### config.mk
export PLATFORM = sky130hd
export DESIGN_NAME = func_gen_dds
export DESIGN_NICKNAME = d
export VERILOG_FILES = /design/src/rtl/func_gen_pkg.sv /design/src/rtl/sine_qlut.sv /design/src/rtl/func_gen_dds.sv
export SDC_FILE = /design/constraint.sdc
export NUM_CORES = 1
export LEC_CHECK = 0
export BUFFER_PORTS_ARGS = -buffer_cell sky130_fd_sc_hd__buf_2
export CELL_PAD_IN_SITES_DETAIL_PLACEMENT = 2
export CELL_PAD_IN_SITES_GLOBAL_PLACEMENT = 2
export CORE_MARGIN = 1.5
export CORE_UTILIZATION = 36
export CTS_CLUSTER_DIAMETER = 200
export DETAILED_ROUTE_END_ITERATION = 6
export GPL_ROUTABILITY_DRIVEN = 0
export MAX_ROUTING_LAYER = met4
export PLACE_DENSITY_LB_ADDON = 0.08
export SKIP_CTS_REPAIR_TIMING = 1
export SLEW_MARGIN = 30
export SYNTH_ARGS = -nofsm -noshare
export SYNTH_HDL_FRONTEND = slang
export SYNTH_SLANG_ARGS = --single-unit
### constraint.sdc
create_clock -name clk -period 5.4 [get_ports clk]
set_clock_uncertainty 0.15 [all_clocks]
set_input_delay 0.27 -clock clk [delete_from_list [all_inputs] [get_ports clk]]
set_output_delay 0.27 -clock clk [all_outputs]
set_load 0.01 [all_outputs]
### src/rtl/func_gen_pkg.sv
// func_gen_pkg: shared definitions for the DDS function generator.
//   - fg_func_e : waveform select codes (3'b111 is an alias of DC)
//   - LFSR_SEED / LFSR_TAPS : 16-bit Galois LFSR noise source
//   - lfsr_next : one right-shift step of that LFSR
`timescale 1ns/1ps
package func_gen_pkg;

  typedef enum logic [2:0] {
    FG_SQUARE = 3'd0,
    FG_SINE   = 3'd1,
    FG_TRI    = 3'd2,
    FG_SAW    = 3'd3,
    FG_RSAW   = 3'd4,
    FG_NOISE  = 3'd5,
    FG_DC     = 3'd6
  } fg_func_e;

  // Waveform selected out of reset (DC alias).
  localparam logic [2:0]  FG_RESET_FUNC = 3'b111;

  localparam logic [15:0] LFSR_SEED = 16'hACE1;
  // x^16 + x^14 + x^13 + x^11 + 1, right-shifting Galois form.
  localparam logic [15:0] LFSR_TAPS = 16'hB400;

  function automatic logic [15:0] lfsr_next(input logic [15:0] s);
    lfsr_next = s[0] ? ((s >> 1) ^ LFSR_TAPS) : (s >> 1);
  endfunction

endpackage

### src/rtl/sine_qlut.sv
// sine_qlut: combinational quarter-wave sine magnitude table.
//   a : quarter-wave address (LUT_AW bits)
//   e : magnitude round((2^(DW-1)-1) * sin(pi/2 * (a+0.5) / 2^LUT_AW)), DW-1 bits
// The half-LSB address offset keeps the table symmetric, so mirrored quadrants
// reuse it without a duplicated peak or zero sample.
`timescale 1ns/1ps
module sine_qlut #(
  parameter int DW     = 8,
  parameter int LUT_AW = 6
) (
  input  logic [LUT_AW-1:0] a,
  output logic [DW-2:0]     e
);

  localparam int DEPTH = 2 ** LUT_AW;

  // Elaboration-time sine via a Taylor series; on [0, pi/2] the terms up to
  // x^15 are accurate far below one LSB of a 15-bit magnitude.
  function automatic int sine_entry(input int idx);
    real x;
    real term;
    real sum;
    x    = 1.5707963267948966 * (real'(idx) + 0.5) / real'(DEPTH);
    term = x;
    sum  = x;
    for (int k = 1; k < 8; k++) begin
      term = -term * x * x / real'((2 * k) * (2 * k + 1));
      sum  = sum + term;
    end
    sine_entry = int'(real'((1 << (DW - 1)) - 1) * sum);
  endfunction

  // NOTE: this is a constant ROM, not storage -- it has no reset and needs none.
  logic [DW-2:0] lut_rom [DEPTH];

  for (genvar i = 0; i < DEPTH; i++) begin : g_lut
    localparam int V = sine_entry(i);
    assign lut_rom[i] = V[DW-2:0];
  end

  assign e = lut_rom[a];

endmodule

### src/rtl/func_gen_dds.sv
// func_gen_dds: DDS function generator with a PW-bit phase accumulator.
//   clk, rst  : clock; asynchronous active-high reset
//   en        : advance accumulator, LFSR and pipeline; everything holds when low
//   func      : waveform select, adopted only at a phase wrap
//   ftw       : frequency tuning word, added to the phase every enabled cycle
//   amp       : amplitude, 2^DW = unity, larger values clamp to unity
//   out       : offset-binary sample, midscale 2^(DW-1)
//   out_valid : out holds a computed sample
//   wrap      : pulse with the first sample of each new period
// Pipeline: phase -> stage 1 (raw waveform) -> stage 2 (amplitude scaling).
`timescale 1ns/1ps
module func_gen_dds
  import func_gen_pkg::*;
#(
  parameter int DW     = 8,
  parameter int PW     = 16,
  parameter int LUT_AW = 6
) (
  input  logic          clk,
  input  logic          rst,
  input  logic          en,
  input  logic [2:0]    func,
  input  logic [PW-1:0] ftw,
  input  logic [DW:0]   amp,
  output logic [DW-1:0] out,
  output logic          out_valid,
  output logic          wrap
);

  localparam logic [DW-1:0] MID   = {1'b1, {(DW - 1){1'b0}}};
  localparam logic [DW:0]   UNITY = {1'b1, {DW{1'b0}}};
  localparam int            PRW   = 2 * DW + 3;

  // Accumulator and shadowed configuration.
  logic [PW-1:0] phase;
  logic [PW-1:0] phase_sum;
  logic          carry;
  logic          carry_d;
  logic [15:0]   lfsr;
  logic [2:0]    func_act;
  logic [DW:0]   amp_act;
  logic [DW:0]   amp_clamped;
  logic          cfg_loaded;

  // Stage 1.
  logic [DW-1:0] raw_s1;
  logic [DW:0]   amp_s1;
  logic          wrap_s1;
  logic          valid_s1;

  assign {carry, phase_sum} = {1'b0, phase} + {1'b0, ftw};
  assign amp_clamped        = amp[DW] ? UNITY : amp;

  // Sine: the top two phase bits pick the quadrant; odd quadrants run the
  // table backwards, the upper half-period subtracts from midscale.
  logic [1:0]        quad;
  logic [LUT_AW-1:0] sine_addr;
  logic [DW-2:0]     sine_e;
  logic [DW-1:0]     sine_val;

  assign quad      = phase[PW-1 -: 2];
  assign sine_addr = quad[0] ? ~phase[PW-3 -: LUT_AW] : phase[PW-3 -: LUT_AW];
  assign sine_val  = quad[1] ? (MID - {1'b0, sine_e}) : (MID + {1'b0, sine_e});

  sine_qlut #(
    .DW    (DW),
    .LUT_AW(LUT_AW)
  ) u_sine_qlut (
    .a(sine_addr),
    .e(sine_e)
  );

  logic [DW-1:0] p;
  logic [DW-1:0] p_dbl;
  logic [DW-1:0] wave;

  always_comb begin
    // NOTE: every always_comb output gets a default first so no path infers a latch.
    wave  = MID;
    p     = phase[PW-1 -: DW];
    p_dbl = {p[DW-2:0], 1'b0};
    case (func_act)
      FG_SQUARE: wave = p[DW-1] ? '0 : '1;
      FG_SINE:   wave = sine_val;
      FG_TRI:    wave = p[DW-1] ? ~p_dbl : p_dbl;
      FG_SAW:    wave = p;
      FG_RSAW:   wave = ~p;
      FG_NOISE:  wave = lfsr[15 -: DW];
      default:   wave = MID;
    endcase
  end

  // Stage 2 scaling: (raw - mid) * amp, floor-shifted by DW. The product of a
  // DW+1-bit signed difference and a non-negative amp (<= 2^DW) always lands
  // in [-mid, mid-1] after the shift, so the low DW bits plus mid are exact.
  logic signed [DW:0]    diff;
  logic signed [PRW-1:0] diff_x;
  logic signed [PRW-1:0] amp_x;
  logic signed [PRW-1:0] prod;
  logic signed [PRW-1:0] scaled;
  logic [DW-1:0]         out_next;
  logic                  scaled_unused;

  assign diff          = signed'({1'b0, raw_s1}) - signed'({1'b0, MID});
  assign diff_x        = PRW'(diff);
  assign amp_x         = signed'({{(DW + 2){1'b0}}, amp_s1});
  assign prod          = diff_x * amp_x;
  assign scaled        = prod >>> DW;
  assign out_next      = MID + scaled[DW-1:0];
  assign scaled_unused = ^scaled[PRW-1:DW];

  always_ff @(posedge clk or posedge rst) begin
    if (rst) begin
      phase      <= '0;
      lfsr       <= LFSR_SEED;
      func_act   <= FG_RESET_FUNC;
      amp_act    <= UNITY;
      cfg_loaded <= 1'b0;
      carry_d    <= 1'b0;
      raw_s1     <= MID;
      amp_s1     <= UNITY;
      wrap_s1    <= 1'b0;
      valid_s1   <= 1'b0;
      out        <= MID;
      wrap       <= 1'b0;
      out_valid  <= 1'b0;
    end else if (en) begin
      // NOTE: non-blocking assignments, so every stage reads the pre-edge value
      // of the stage before it regardless of statement order.
      phase      <= phase_sum;
      lfsr       <= lfsr_next(lfsr);
      cfg_loaded <= 1'b1;
      // Config changes only at period boundaries, keeping each period whole.
      if (!cfg_loaded || carry) begin
        func_act <= func;
        amp_act  <= amp_clamped;
      end
      // carry marks the phase written this edge as the first of a period; it
      // is sampled into stage 1 one edge later, together with that phase.
      carry_d    <= carry;
      raw_s1     <= wave;
      amp_s1     <= amp_act;
      wrap_s1    <= carry_d;
      valid_s1   <= 1'b1;
      out        <= out_next;
      wrap       <= wrap_s1;
      out_valid  <= valid_s1;
    end
  end

endmodule

Word-level counts from Yosys, hierarchy flattened
Memories as Yosys holds them, arrays and structs flattened.
Cells that the tools add are included.
{ "classes": {"mux": 9, "n_addsub": 5, "bitwise": 5, "mul": 1, "n_eq_ne": 5, "reduce_logical": 4, "magnitude_cmp": 1} }
{ "op_table": {"columns": ["op", "count"], "rows": [
  ["8-bit case mux with 6 select lines", 1],
  ["8-bit two-way mux", 3],
  ["16-bit by 16-bit adder with 17-bit output", 1],
  ["9-bit by 10-bit multiplier with 16-bit output", 1],
  ["16-bit two-way mux", 1],
  ["8-bit inverter", 2],
  ["7-bit two-way mux", 2],
  ["9-bit two-way mux", 1],
  ["8-bit by 8-bit subtractor with 9-bit output, second input constant", 1],
  ["8-bit by 7-bit adder with 8-bit output, first input constant", 1],
  ["8-bit adder, first input constant", 1],
  ["8-bit by 7-bit subtractor with 8-bit output, first input constant", 1],
  ["7-bit greater-or-equal comparator, second input constant", 1],
  ["6-bit inverter with 7-bit output", 1],
  ["3-bit by 2-bit equality test with 1-bit output, second input constant", 2],
  ["3-bit equality test, second input constant", 2],
  ["6-bit two-way mux", 1],
  ["6-bit inverter", 1],
  ["3-bit inverter with 4-bit output", 1],
  ["3-bit by 1-bit equality test with 1-bit output, second input constant", 1],
  ["3-bit logical NOT", 1],
  ["2-bit AND reduction", 1],
  ["1-bit logical NOT", 1],
  ["1-bit logical OR", 1]
]} }
{ "totals": {"input_bits": 31, "mem_count": 1, "word_cells": 43, "romBits": 448, "register_bits": 74, "output_inout_bits": 10} }
{ "memory_table": {"columns": ["name", "depth", "word_bits", "read_ports", "rd_ports_with_merged_regs", "wr", "line_no", "source"], "rows": [
  ["(name not given)", 64, 7, 1, 0, 0, "sine_qlut.sv:41", "assign e = lut_rom[a];"]
]} }

Depth between registers and ports, before layout
Gate-level depths: netlist of run 1.
{ "logic_depth": {"ltp_word": 9, "depth_mapped": 20, "mapped_depth_nobuf": 19} }

By module
From an unflattened synthesis of run 1, not the netlist that was laid out.
{ "unflattened": {"hier_cells": 735, "hier_area_um2": 7120.6} }
{ "by_module_without_submodules": {"columns": ["module", "area_each_um2", "seq_area_each_um2", "cells_each", "instances"], "rows": [
  ["func_gen_dds", 6536.3, 1870.5, 653, 1],
  ["sine_qlut", 584.3, 0.0, 82, 1]
]} }

Worst setup path after synthesis of run 1
No wires, ideal clock.
{ "synth_timing": {"path_kind": "register -> register", "startpoint": "register raw_s1[7]", "endpoint": "register out[7]", "synth_period_minus_slack_ns": 5.411, "required_ns": 5.168, "arrival_ns": 5.179, "n_path_buf": 1, "setup_time_ns": 0.082, "path_slack_ns": -0.011, "path_stages_with_launch": 19, "cell_sequence": "dfstp_2 clkbuf_1 or2b_1 fa_1 fa_1 inv_1 fa_1 fa_1 inv_1 fa_1 inv_1 ha_1 nand2_1 o31a_1 a21oi_4 a311o_2 a21oi_1 xnor2_1 mux2_2"} }
{ "synth_between": {"elab_chain_len": 3} }
{ "synth_lines": {"columns": ["element", "line_no", "source"], "rows": [
  ["from (decl)", "func_gen_dds.sv:46", "logic [DW-1:0] raw_s1;"],
  ["from (signal assigned)", "func_gen_dds.sv:141", "raw_s1 <= wave;"],
  ["8-bit by 8-bit subtractor with 9-bit output", "func_gen_dds.sv:104", "assign diff = signed'({1'b0, raw_s1}) - signed'({1'b0, MID});"],
  ["9-bit by 10-bit multiplier with 16-bit output", "func_gen_dds.sv:107", "assign prod = diff_x * amp_x;"],
  ["8-bit adder", "func_gen_dds.sv:109", "assign out_next = MID + scaled[DW-1:0];"],
  ["to (signal assigned)", "func_gen_dds.sv:145", "out <= out_next;"],
  ["to (decl)", "func_gen_dds.sv:25", "output logic [DW-1:0] out,"]
]} }
No other way between the ends.
A chain may end at the register's enable or synchronous reset.

Worst setup path in the final report of run 1
{ "layout_timing": {"startpoint": "register amp_s1[8]", "endpoint": "register out[7]"} }
{ "layout_between": {"elab_chain_len": 2} }
{ "layout_lines": {"columns": ["element", "line_no", "source"], "rows": [
  ["from (decl)", "func_gen_dds.sv:47", "logic [DW:0] amp_s1;"],
  ["from (signal assigned)", "func_gen_dds.sv:142", "amp_s1 <= amp_act;"],
  ["9-bit by 10-bit multiplier with 16-bit output", "func_gen_dds.sv:107", null],
  ["8-bit adder", "func_gen_dds.sv:109", null]
]} }
No other way between the ends.

==> metrics, run 1 <==
fin nets 990; final hold violations 31; DRC viols 0; DP HPWL 17600 µm; Post-synth EDFFs 0; period utilization 96.1%; crit-path max FO 6; critical path launch point amp_s1[8]; WHS -48.8 ps; clk slew on worst S/H paths 50 ps; top_reg_cell synth dfrtp_1; CTS Sinks 74; clock latency at the later pin of the worst-skew pair 350 ps; GRT overflow 0; kind of critical path flop to flop; Vert. Die Dim 149 µm; share of cells above drive strength 1 18.3%; final setup violation count 0; count of cell types in the netlist 78; io pins 41; CTS Buf Count 9; unrepaired setup endpoints after global routing no; Port Buffers 40; fmax 193 MHz; final instance area 8410 µm²; routed vias 6135; HP Class input pin to asynchronous set/reset pin; CTS tree done; Final Max Slew Viols 0; Synth async-reset ratio 100%; Avg WL per Cell 20.3 µm; Final min period 5190 ps; CP Capture Type flop; global-route wire length before repair 37000 µm; worst slew pin tran 772 ps; CP Launch Type flop; max_slew headroom 48.5%; CTS H-tree depth 3; total negative slack 0 ps; Syn Nets 969; Horiz. Die Dim 149 µm; pin count of the biggest net entering global routing 75; Post-Syn Area per Cell 9.16 µm²; initial antenna violation count 0; status complete, but fails checks; Synth Warn # 0; area of the core 20900 µm²; Iter 0 DRT Violations 155; fillers 2325; failing checks hold timing; max-cap violations 0; cell area after synthesis 7620 µm²; synthesis-stage register bit count 74; FF-to-FF Start amp_s1[8]; area grow syn2layout 10.3%; drt via density 5.41; Detail Route Antenna Nets 0; R2R Path End out[7]; Post-Synthesis Cells 832; Initial Utilization 36.5%; vias in the first global route 6929; total track usage 22.1%; Max clock buf depth 2; CTS root buf clkbuf_16; Crit path arrival time 5310 ps; FF-to-FF path depth 17; DIE AREA 22100 µm²; row cnt 53; Worst Path Required 5520 ps; R2R Setup Slk 210 ps; drt total wl 23000 µm; register area share after synthesis 24.5%; diode count 0; Initial DRT Pass Iterations 4; Area after DPL 8070 µm²
[worst max path at each step]
stage / end / cells after the start
2_1_floorplan: out[7] / 18
3_3_place_gp: out[7] / 17
3_5_place_dp: out[7] / 17
4_1_cts: out[7] / 17
5_1_grt: out[7] / 17
6_report: out[7] / 17
[synth_stat cells (7+ instances only)]
cell / instances / share of area (%)
a211oi_1: 9 / 0.89
a21oi_1: 54 / 3.5
a31oi_1: 11 / 0.90
and2_1: 35 / 2.9
buf_2: 16 / 1.1
clkbuf_1: 27 / 1.3
dfrtp_1: 59 / 19
dfstp_2: 15 / 5.2
fa_1: 50 / 13
ha_1: 56 / 9.2
inv_1: 74 / 3.6
mux2_1: 10 / 1.5
mux2_2: 39 / 5.8
nand2_1: 54 / 2.7
nand2b_1: 21 / 1.7
nor2_1: 44 / 2.2
nor2b_1: 28 / 2.3
nor3_1: 17 / 1.1
o21ai_0: 32 / 2.1
o221ai_1: 9 / 1.0
o22ai_1: 7 / 0.57
xnor2_1: 27 / 3.1
xor2_1: 11 / 1.3
[placed cells by master (no fill, tap or decap), types with 4 or more instances in the layout]
cell type,n
a211oi_1,9
a21o_1,6
a21oi_1,53
a31oi_1,11
a32oi_1,5
and2_1,35
buf_2,40
buf_4,26
clkbuf_16,9
dfrtp_1,57
dfstp_2,15
fa_1,50
ha_1,56
inv_1,73
mux2_1,10
mux2_2,39
nand2_1,54
nand2b_1,21
nand3_1,6
nand3b_1,4
nor2_1,44
nor2b_1,28
nor3_1,17
o21a_1,4
o21ai_0,31
o21ai_1,7
o21bai_1,4
o221ai_1,9
o22ai_1,7
o31ai_1,4
o32ai_1,6
or2_2,6
xnor2_1,27
xor2_1,11
[kinds of logic (layout without fill, tap and decap cells)]
family	Yosys count	in the layout	share of synthesized area, %
adders and majority gates	106	106	22.3
muxes	53	53	7.93
buffers and inverters	135	161	7.52
AOI/OAI and AO/OA	189	189	16.8
DFF	74	74	24.5
xor gates and xnor gates	38	38	4.36
and+or+nand+nor	237	237	16.5
[state kept, by name, summed over array words and instances (netlist names)]
signal	cells
wrap_s1	1
valid_s1	1
lfsr	16
amp_act	9
phase	16
out	8
out_valid	1
raw_s1	8
func_act	3
wrap	1
amp_s1	9
carry_d	1
[layout make-up]
cell class,instances,area [µm²],area share (%)
tap,275,344,4.09
timing repair buffer,68,417,4.95
multi-input combinational,623,5180,61.6
clock inverter,2,37.5,0.446
clock buffer,14,264,3.14
sequential,74,1870,22.3
inverter,77,290,3.45
[metal layers]
layer | track usage [%] | share of wire [%]
met5 | - | 0
met4 | 6.93 | 2.2
met3 | 2.02 | 0.95
met2 | 40.3 | 53
met1 | 25.5 | 43
[critical path, stage by stage (launching register included)]
cell,delay (ps)
dfstp_2,590
nand2_1,90
fa_1,510
inv_1,70
fa_1,460
fa_1,520
fa_1,540
inv_1,50
fa_1,500
inv_1,50
ha_1,320
nand2_1,90
o31a_1,220
a21oi_4,90
a311o_2,350
a21oi_2,160
xnor2_1,70
mux2_2,270
[metrics by stage]
step                worst slack [ps]  hold WS (ps)  utilization (%)  cells
finish                           209         -48.8             40.3   1133
global route                    57.9          6.75             40.3   1133
CTS                             34.9         -23.5             40.1   1129
detailed placement              58.6           321             38.6   1113
global placement                 123           313             38.6   1113
floorplan                       73.9           253                -    832
Power of run 1 is not shown: default switching activity piles up to over one toggle a cycle in this logic, so the estimate is an artifact.
==> run 2, diff against run 1 <==
- BUFFER_PORTS_ARGS: -buffer_cell sky130_fd_sc_hd__buf_2 -> -buffer_cell sky130_fd_sc_hd__buf_4
- CORE_UTILIZATION: 36 -> 40
- clock period: 5.4 -> 5.22 ns (I/O delays scaled with it)
==> metrics, run 2 (synthesis gave the netlist of run 1 again) <==
Detail Route Antenna Nets 0; fmax 196 MHz; WHS 2.91 ps; global-route wire length before repair 38500 µm; Initial Utilization 40.8%; Iter 0 DRT Violations 180; Port Buffers 40; drt via density 5.66; final setup violation count 0; Area after DPL 8130 µm²; area grow syn2layout 12.5%; diode count 0; CTS root buf clkbuf_16; max_slew headroom 47.2%; most frequent cells in the layout 71 x inv_1, 70 x buf_4, 53 x a21oi_1, 53 x nand2_1, 53 x ha_1; CTS Buf Count 9; row cnt 50; CTS H-tree depth 3; end point of the worst hold path func_act[0]; DIE AREA 19900 µm²; DP HPWL 17800 µm; period utilization 97.7%; final hold violations 0; critical path launch point raw_s1[7]; FF-to-FF Start raw_s1[7]; CP Capture Type flop; commonest non-fill, non-tap cell in the layout inv_1; clock latency at the later pin of the worst-skew pair 350 ps; R2R Setup Slk 120 ps; drt total wl 23600 µm; Worst Hold Launch func[0]; HP Class input pin to flop; max-cap violations 0; worst slew pin tran 785 ps; largest registers lfsr x16, phase x16; Crit path arrival time 5220 ps; Worst Path Required 5340 ps; R2R Path End out[7]; io pins 41; CTS tree done; GRT overflow 0; initial antenna violation count 0; kind of critical path flop to flop; share of cells above drive strength 1 20.5%; DRC viols 0; FF-to-FF path depth 17; fin nets 995; final instance area 8580 µm²; clk slew on worst S/H paths 60 ps; worst hold path cell count 2; crit-path max FO 5; Final Max Slew Viols 0; pin count of the biggest net entering global routing 75; total track usage 25.5%; vias in the first global route 7090; Final min period 5100 ps; status finished clean; area of the core 18700 µm²; Horiz. Die Dim 141 µm; Initial DRT Pass Iterations 4; CP Launch Type flop; routed vias 6205; Max clock buf depth 2; CTS Sinks 74; Avg WL per Cell 21.5 µm; Vert. Die Dim 141 µm
run 2: changes by cell type in the layout (fill, tap and decap cells not counted), sizes merged:
| cell | previous run | this run |
|---|---|---|
| inv | 75 | 77 |
| clkbuf | 14 | 10 |
| clkinvlp | 1 | 3 |
| buf | 67 | 72 |
| clkinv | 2 | 1 |
| bufinv | 1 | 2 |
run 2: routing by layer:
metal	track usage, %	wire (µm)	vias up
met5	-	0	-
met4	5.76	367	0
met3	1.97	252	22
met2	46.6	12800	38
met1	30.5	10200	3231
li1	-	-	2914
run 2: cell type report:
type	instances	area (µm²)
fill	2020	10100
timing repair buffer	73	562
clock buffer	10	229
tap	234	293
inverter	77	289
sequential	74	1880
clock inverter	6	91.3
multi-input combinational	623	5240
run 2: worst max-delay path by stage:
stage	slack (ps)	to	depth (start not counted)
after floorplan	20	out[7]	18
after global placement	70	out[7]	17
after detailed placement	-140	out[7]	15
after CTS	-150	out[7]	15
after global routing	-30	out[7]	17
final	120	out[7]	17
run 2: per-stage QoR:
stage,setup TNS (ps),std cells,worst slack (ps),utilization [%]
after detailed placement,-298,1074,-137,43.5
final,0,1097,120,45.9
after global routing,-32.8,1097,-32.8,45.9
after floorplan,0,832,22.7,-
after CTS,-317,1090,-154,45.2
after global placement,0,1074,68.9,43.5
run 2: worst max-delay path: stages (launching register included):
cell	delay, ps
dfstp_2	590
or2_4	140
fa_1	440
fa_1	550
inv_2	40
fa_1	460
fa_1	490
inv_1	50
fa_1	510
inv_2	50
ha_4	280
nand2_2	60
o31a_1	340
a21oi_4	210
a311o_2	230
a21oi_2	60
xnor2_1	120
mux2_4	260
Power of run 2 is left out for the same reason.
